### src/rtl/serial_pkg.sv
`default_nettype none
// ============================================================================
// serial_pkg : shared widths, last bit index and FSM state encoding
// Revision   : 1.0
// ============================================================================
package serial_pkg;

  localparam int WORD_W   = 32;
  localparam int CNT_W    = 5;
  localparam int LAST_IDX = WORD_W - 1;

  typedef enum logic [1:0] {
    IDLE   = 2'd0,
    SHIFT  = 2'd1,
    PARITY = 2'd2
  } state_t;

endpackage
`default_nettype wire

### src/rtl/word_serializer_32_if.sv
`default_nettype none
// ============================================================================
// word_serializer_32_if : word handshake in, serial bit stream out
// Revision              : 1.0
// ============================================================================
interface word_serializer_32_if #(
  parameter int WORD_W = 32,
  parameter int CNT_W  = 5
);

  logic [WORD_W-1:0] in_data;
  logic              in_valid;
  logic              in_ready;
  logic              ser_out;
  logic              ser_valid;
  logic [CNT_W-1:0]  bit_idx;
  logic              frame_start;
  logic              frame_done;

  modport master (
    output in_data, in_valid,
    input  in_ready, ser_out, ser_valid, bit_idx, frame_start, frame_done
  );

  modport slave (
    input  in_data, in_valid,
    output in_ready, ser_out, ser_valid, bit_idx, frame_start, frame_done
  );

endinterface
`default_nettype wire

### src/rtl/bit_index_counter.sv
`default_nettype none
// ============================================================================
// bit_index_counter : frame bit index with clear-to-zero, saturating increment
//                     and terminal count at LAST
// Revision          : 1.0
// ============================================================================
module bit_index_counter #(
  parameter int CNT_W = 5,
  parameter int LAST  = 31
) (
  input  wire logic             clk,
  input  wire logic             rst,
  input  wire logic             clr,
  input  wire logic             inc,
  output logic [CNT_W-1:0]      cnt,
  output logic                  tc
);

  localparam logic [CNT_W-1:0] LAST_V = CNT_W'(LAST);

  // Holding at LAST keeps the index from running past the frame end.
  always_ff @(posedge clk) begin
    if (rst || clr) begin
      cnt <= '0;
    end else if (inc && !tc) begin
      cnt <= cnt + CNT_W'(1);
    end
  end

  assign tc = (cnt == LAST_V);

endmodule
`default_nettype wire

### src/rtl/word_serializer_32.sv
`default_nettype none
// ============================================================================
// word_serializer_32 : valid/ready word in, one bit per clock out, gapless
//                      back-to-back frames. Define WORD_SERIALIZER_PARITY_EN
//                      to append an even-parity bit after each word.
// Revision           : 1.0
// ============================================================================
module word_serializer_32 #(
  parameter int WORD_W    = serial_pkg::WORD_W,
  parameter int CNT_W     = serial_pkg::CNT_W,
  parameter int MSB_FIRST = 1
) (
  input  wire logic          clk,
  input  wire logic          reset,
  word_serializer_32_if.slave bus
);

  import serial_pkg::*;

  state_t            state;
  state_t            state_nx;
  logic [WORD_W-1:0] shift_reg;
  logic [WORD_W-1:0] load_word;
  logic [CNT_W-1:0]  idx;
  logic              tc;
  logic              last_cycle;
  logic              ready;
  logic              accept;
  logic              cnt_clr;
  logic              cnt_inc;

`ifdef WORD_SERIALIZER_PARITY_EN
  logic parity_bit;
  assign last_cycle = (state == PARITY);
`else
  assign last_cycle = (state == SHIFT) && tc;
`endif

  assign ready  = !reset && ((state == IDLE) || last_cycle);
  assign accept = bus.in_valid && ready;

  // The output tap is always the top bit, so LSB-first words load reversed.
  generate
    if (MSB_FIRST != 0) begin : g_msb_first
      assign load_word = bus.in_data;
    end else begin : g_lsb_first
      for (genvar i = 0; i < WORD_W; i++) begin : g_rev
        assign load_word[i] = bus.in_data[WORD_W-1-i];
      end
    end
  endgenerate

  always_ff @(posedge clk) begin
    if (reset) begin
      state <= IDLE;
    end else begin
      state <= state_nx;
    end
  end

  always_comb begin
    state_nx = state;
    case (state)
      IDLE: begin
        if (accept) state_nx = SHIFT;
      end
      SHIFT: begin
        if (tc) begin
`ifdef WORD_SERIALIZER_PARITY_EN
          state_nx = PARITY;
`else
          state_nx = accept ? SHIFT : IDLE;
`endif
        end
      end
`ifdef WORD_SERIALIZER_PARITY_EN
      PARITY: begin
        state_nx = accept ? SHIFT : IDLE;
      end
`endif
      default: state_nx = IDLE;
    endcase
  end

  always_ff @(posedge clk) begin
    if (reset) begin
      shift_reg <= '0;
    end else if (accept) begin
      shift_reg <= load_word;
    end else if (state == SHIFT) begin
      shift_reg <= {shift_reg[WORD_W-2:0], 1'b0};
    end
  end

`ifdef WORD_SERIALIZER_PARITY_EN
  always_ff @(posedge clk) begin
    if (reset) begin
      parity_bit <= 1'b0;
    end else if (accept) begin
      parity_bit <= ^bus.in_data;
    end
  end
`endif

  // Idle and the final frame cycle both return the index to zero.
  assign cnt_clr = (state == IDLE) || last_cycle;
  assign cnt_inc = (state == SHIFT);

  bit_index_counter #(
    .CNT_W (CNT_W),
    .LAST  (WORD_W - 1)
  ) u_bit_index_counter (
    .clk (clk),
    .rst (reset),
    .clr (cnt_clr),
    .inc (cnt_inc),
    .cnt (idx),
    .tc  (tc)
  );

  always_comb begin
    bus.ser_out   = 1'b0;
    bus.ser_valid = 1'b0;
    case (state)
      SHIFT: begin
        bus.ser_out   = shift_reg[WORD_W-1];
        bus.ser_valid = 1'b1;
      end
`ifdef WORD_SERIALIZER_PARITY_EN
      PARITY: begin
        bus.ser_out   = parity_bit;
        bus.ser_valid = 1'b1;
      end
`endif
      default: begin
        bus.ser_out   = 1'b0;
        bus.ser_valid = 1'b0;
      end
    endcase
  end

  assign bus.in_ready    = ready;
  assign bus.bit_idx     = idx;
  assign bus.frame_start = (state == SHIFT) && (idx == '0);
  assign bus.frame_done  = last_cycle;

endmodule
`default_nettype wire
### src/flat_wrapper.sv
// flat-port wrapper written by rule: the top's interface ports become plain ports
module word_serializer_32_flat import serial_pkg::*;
#(
  parameter int WORD_W    = serial_pkg::WORD_W,
  parameter int CNT_W     = serial_pkg::CNT_W,
  parameter int MSB_FIRST = 1
)
  (clk, reset, bus_in_data, bus_in_valid, bus_in_ready, bus_ser_out, bus_ser_valid, bus_bit_idx, bus_frame_start, bus_frame_done);
  word_serializer_32_if #(.WORD_W(WORD_W), .CNT_W(CNT_W)) bus_i ();
  input  wire logic clk;
  input  wire logic reset;
  input wire logic [$bits(bus_i.in_data)-1:0] bus_in_data;
  input wire logic [$bits(bus_i.in_valid)-1:0] bus_in_valid;
  output wire logic [$bits(bus_i.in_ready)-1:0] bus_in_ready;
  output wire logic [$bits(bus_i.ser_out)-1:0] bus_ser_out;
  output wire logic [$bits(bus_i.ser_valid)-1:0] bus_ser_valid;
  output wire logic [$bits(bus_i.bit_idx)-1:0] bus_bit_idx;
  output wire logic [$bits(bus_i.frame_start)-1:0] bus_frame_start;
  output wire logic [$bits(bus_i.frame_done)-1:0] bus_frame_done;
  assign bus_i.in_data = bus_in_data;
  assign bus_i.in_valid = bus_in_valid;
  assign bus_in_ready = bus_i.in_ready;
  assign bus_ser_out = bus_i.ser_out;
  assign bus_ser_valid = bus_i.ser_valid;
  assign bus_bit_idx = bus_i.bit_idx;
  assign bus_frame_start = bus_i.frame_start;
  assign bus_frame_done = bus_i.frame_done;
  word_serializer_32 #(.WORD_W(WORD_W), .CNT_W(CNT_W), .MSB_FIRST(MSB_FIRST)) u_core (.clk(clk), .reset(reset), .bus(bus_i));
endmodule
### config.mk
export PLATFORM = sky130hd
export DESIGN_NAME = word_serializer_32_flat
export DESIGN_NICKNAME = d
export VERILOG_FILES = /design/src/rtl/serial_pkg.sv /design/src/rtl/word_serializer_32_if.sv /design/src/rtl/bit_index_counter.sv /design/src/rtl/word_serializer_32.sv /design/src/flat_wrapper.sv
export SDC_FILE = /design/constraint.sdc
export NUM_CORES = 1
export LEC_CHECK = 0
export BUFFER_PORTS_ARGS = -buffer_cell sky130_fd_sc_hd__buf_4
export CAP_MARGIN = 15
export CORE_ASPECT_RATIO = 1.5
export CORE_UTILIZATION = 57
export DETAILED_ROUTE_END_ITERATION = 7
export GPL_ROUTABILITY_DRIVEN = 1
export GPL_TIMING_DRIVEN = 0
export PLACE_DENSITY = 0.83
export SLEW_MARGIN = 20
export SYNTH_ARGS = -nofsm -noshare
export SYNTH_HDL_FRONTEND = slang
export SYNTH_HIERARCHICAL = 1
export SYNTH_SLANG_ARGS = --single-unit
### constraint.sdc
create_clock -name clk -period 4.8 [get_ports clk]
set_clock_uncertainty 0.1 [all_clocks]
set_input_delay 0.48 -clock clk [delete_from_list [all_inputs] [get_ports clk]]
set_output_delay 0.48 -clock clk [all_outputs]
set_load 0.02 [all_outputs]
### Word-level counts from Yosys, hierarchy flattened

Index checks and enable logic that the tools add are counted.
W data, S select, Z words.

* register bits after elaboration: 39
* output and inout port bits: 10
* word-level logic and storage cells: 29

* add/sub/neg operators: 1
* equality and inequality tests: 4
* muxes and demuxes: 8
* reductions and logical operators: 13

Operators with widths (number)
* $mux W32: 2
* $add A5 B1 Y5 const B: 1
* $eq A5 B5 Y1 const B: 1
* $logic_and A1 B1 Y1: 5
* $logic_not A5 Y1: 1
* $mux W2: 2
* $ne A2 B1 Y1 const B: 2
* $pmux W2 S2: 1
* $mux W1: 3
* $eq A2 B1 Y1 const B: 1
* $logic_not A1 Y1: 2
* $logic_not A2 Y1: 1
* $logic_or A1 B1 Y1: 2
* $reduce_and A2 Y1: 1
* $reduce_bool A2 Y1: 1

### Longest topological paths before layout

* word-level depth: 8
* gate-level depth with buffers: 8
* gate-level depth less buffers: 7

### Hierarchy

Netlist, hierarchy kept.

By module, submodules not included
* word_serializer_32: instances 1, cells an instance 158, area each 1858.0 µm²
* bit_index_counter: instances 1, cells an instance 26, area each 239.0 µm²

### Least setup slack after synthesis

No wires, ideal clock.

* path type: register to output
* from: reg u_core.state[0]
* to: out bus_frame_start
* data arrival time: 1.602 ns
* slack: 2.618 ns
* cell stages (with the launch flop): 4
* path through: dfxtp_1 > buf_6 > or4b_1 > nor3_1

* cells in the longest elaborated chain, start to end: 2

RTL lines
* start: declaration: RTL line word_serializer_32.sv:20 `state_t state;`
* start signal: assignment: RTL line word_serializer_32.sv:57 `state <= state_nx;`
* $eq A2 B1 Y1: RTL line word_serializer_32.sv:144 `assign bus.frame_start = (state == SHIFT) && (idx == '0);`
* $logic_and A1 B1 Y1: RTL line word_serializer_32.sv:144
* end: declaration: RTL line flat_wrapper.sv:18 `output wire logic [$bits(bus_i.frame_start)-1:0] bus_frame_start;`

Every way passes these cells.

### Worst setup path after layout

* from: reg u_core.u_bit_index_counter.cnt[0]
* to: out bus_in_ready

* cells in the longest elaborated chain, start to end: 4

RTL lines
* start: declaration: RTL line bit_index_counter.sv:15 `output logic [CNT_W-1:0] cnt,`
* start signal: assignment: RTL line bit_index_counter.sv:26 `cnt <= cnt + CNT_W'(1);`
* $eq A5 B5 Y1: RTL line bit_index_counter.sv:30 `assign tc = (cnt == LAST_V);`
* net u_core.tc: RTL line word_serializer_32.sv:25 `logic tc;`
* $logic_and A1 B1 Y1: RTL line word_serializer_32.sv:36 `assign last_cycle = (state == SHIFT) && tc;`
* $logic_or A1 B1 Y1: RTL line word_serializer_32.sv:39 `assign ready = !reset && ((state == IDLE) || last_cycle);`
* $logic_and A1 B1 Y1: RTL line word_serializer_32.sv:39
* end: declaration: RTL line flat_wrapper.sv:14 `output wire logic [$bits(bus_i.in_ready)-1:0] bus_in_ready;`

The timed path passes the listed nets, and every way through them passes these cells.

==> impl_metrics.yaml <==
yosys:
  synth_top_area_frac: 0.363
  synth-seq-area-share: 0.363
  syn_area_mm2: 0.00210
  syn_nets: 221
  synth_cell_types: 30
  syn_area_per_cell_um2: 11.4
  synth.area.top_cells: "dfxtp_1, a221oi_2, mux2i_1"
  synth_warnings: 6
  ys_seq_elements: 38
  netlist_instances: 184
  synth_top_cell_by_area: "dfxtp_1"
placed_design:
  dp_hpwl_um: 3020
  dp_cells: 269
  place_area_mm2: 0.00247
  io_buffers: 43
  gp_congestion: 0.724
timing:
  tns_ns: 0
  drv_slew: 0
  tightestPinTransition_ns: 0.732
  max_freq_mhz: 426
  fin_crit_sh: 0.489
  min_period_ns: 2.35
  setup_viol: 0
  slew_headroom: 0.512
  hold_viol_final: 0
  rsz0062_at_grt: "false"
hold_path:
  hold_start: "u_core/u_bit_index_counter/cnt[1]$_SDFFE_PP0P_"
  hp-class: "reg -> reg"
cells_and_area:
  instances_no_fill: 277
  area_growth_pct: 23.2
  final_cell_area_mm2: 0.00258
  final_core_util: 0.749
  largest_reg_flops: 32
  drive_gt1_frac: 0.426
  final_net_count: 271
  antenna_cells: 0
  fill_cells: 265
detailed_routing:
  drt-total-wl_um: 4050
  routedWlPerCell_um: 14.6
  via_per_inst: 5.51
  firstDrtPassIters: 4
  drc_errors: 0
  vias: 1527
  initialDrtViolationCount: 41
  ant_nets: 0
floorplanning:
  pin_count: 45
  num_rows: 26
  die_h_um: 76.3
  die_x_um: 51.5
  core_region_area_mm2: 0.00345
  start_util: 0.608
  dieArea_mm2: 0.00393
pwr:
  power_density_mw_per_mm2: 295
  ir_drop_mv: 0.255
  p_leak_nw: 1.03
  totalPowerFinal_mw: 0.761
global_route:
  first_global_vias: 1510
  grt_util_all_layers: 0.231
  antenna_found_initial: 0
  grt_max_degree: 12
  gr-total-overflow: 0
  grt_pass1_wl_um: 6910
critical_path:
  ff2ff_path_depth: 8
  path_max_fanout: 6
  crit_arrival_ns: 1.77
  criticalPathCategory: "reg -> out"
  cp_data_required_time_ns: 4.22
  reg2reg_to: "u_core/u_bit_index_counter/cnt[4]$_SDFFE_PP0P_"
  crit_family: "adder cells"
  crit_chain: "ha_1, and3_1, ha_1, nor2b_4, nor2_1, buf_4"
  max_stage_delay_ns: 0.36
  r2r_start: "u_core/u_bit_index_counter/cnt[0]$_SDFFE_PP0P_"
  crit_path_frequent_cell: "ha_1"
  path_buf_inv: 1
  crit_start: "u_core/u_bit_index_counter/cnt[0]$_SDFFE_PP0P_"
  crit_cells: 6
  r2r_slack_ns: 2.63
  cp-endpoint: "bus_in_ready"
  startpoint_type: "flop"
  crit_slowest_cell: "dfxtp_1"
  crit_path_end_kind: "output pin"
clock_tree:
  cts_made_buffers: 5
  cts-root-buf: "clkbuf_8"
  insertion_delay_ns: 0.29
  htreeDepth: 2
  postCtsHoldBufs: 0
  ctsResizeCount: 0
  cts_tree: "built"
  path_clk_slew_ns: 0.07
  clk_path_buf_depth: 2
  cts_setup_buffers: 0
  cts_sinks: 38
flow_run:
  maxCapViolCount: 0
outcome:
  outcome: "finished clean"
==> how the worst min path moves through the flow <==
stage	endpoint	cells after the start
floorplan	u_core/shift_reg[16]$_SDFFE_PP0P_	2
global placement	u_core/u_bit_index_counter/cnt[4]$_SDFFE_PP0P_	2
detailed placement	u_core/u_bit_index_counter/cnt[1]$_SDFFE_PP0P_	2
CTS	u_core/u_bit_index_counter/cnt[1]$_SDFFE_PP0P_	3
global route	u_core/u_bit_index_counter/cnt[0]$_SDFFE_PP0P_	3
finish	u_core/u_bit_index_counter/cnt[1]$_SDFFE_PP0P_	2
==> layout by cell type (no fill, tap or decap), drive strengths merged <==
| cell type | n |
|---|---|
| nand2b | 1 |
| o21ai | 1 |
| nor2b | 32 |
| a221oi | 31 |
| ha | 2 |
| nor2 | 6 |
| or3 | 1 |
| nor3 | 1 |
| clkbuf | 16 |
| inv | 1 |
| dfxtp | 38 |
| or2 | 1 |
| nand3 | 2 |
| xnor2 | 1 |
| xor2 | 1 |
| and3 | 1 |
| nand3b | 1 |
| mux2i | 32 |
| a21oi | 3 |
| and2b | 1 |
| buf | 53 |
| nand2 | 5 |
| o21a | 1 |
| and2 | 2 |
| or4b | 1 |
==> cell usage after synthesis <==
cell type and n:
and3_1 1, xor2_1 1, ha_1 2, nor2b_4 1, nand2b_4 1, nand3b_1 1
a21oi_1 3, o21a_1 1, buf_2 3, mux2i_1 32, dfxtp_1 38, nor2_1 6
nand2_1 4, and2b_2 1, a221oi_1 1, nor3_1 1, or2_2 1, nor2b_1 31
and2_1 2, o21ai_0 1, buf_6 7, xnor2_1 1, nand3_1 2, clkbuf_4 3
a221oi_2 30, inv_6 1, or4b_1 1, clkbuf_1 5, or3_1 1, nand2_4 1
==> cell families (layout without fill, tap and decap cells) <==
group,count (synthesis),after routing,synth area share
AOI/OAI and AO/OA,36,36,0.232
xor gates and xnor gates,2,2,0.00835
adders and majority gates,2,2,0.0119
buffers and inverters,19,70,0.0686
DFF,38,38,0.363
muxes,32,32,0.153
and+or+nand+nor,55,55,0.163
==> worst register-to-register path, cell delays in order (launching register included) <==
cell	delay, ns
dfxtp_1	0.36
ha_1	0.23
and3_1	0.18
ha_1	0.27
nor2b_4	0.21
inv_6	0.07
buf_6	0.16
or2_2	0.35
a21oi_1	0.16
==> metal layers <==
metal	vias to the layer above	part of all wire	GRT usage
met3	6	0.042	0.0499
li1	779	-	-
met5	-	0	0
met1	708	0.41	0.262
met4	0	0.016	0.0892
met2	34	0.53	0.405
==> stage by stage <==
stage	worst slack [ns]	hold slack [ns]
finish	2.45	0.414
global route	2.35	0.426
CTS	2.43	0.407
detailed placement	2.66	0.401
global placement	2.74	0.377
floorplan	2.62	0.440
==> final cells by class <==
type	count	area [um2]	share of cell area
Clock buffer	8	110	0.0426
Inverter	1	8.76	0.00339
Tap cell	42	52.6	0.0203
Sequential cell	38	761	0.295
Buffer	18	135	0.0523
Timing Repair Buffer	43	323	0.125
Multi-Input combinational cell	127	1190	0.462
==> power breakdown <==
part | total [mW] | internal [mW] | switching, mW | leakage [nW]
clock network | 0.251 | 0.145 | 0.106 | 0.0575
logic | 0.157 | 0.0817 | 0.0750 | 0.655
registers | 0.353 | 0.340 | 0.0135 | 0.314
No activity file was read; power rests on OpenSTA's default activity.
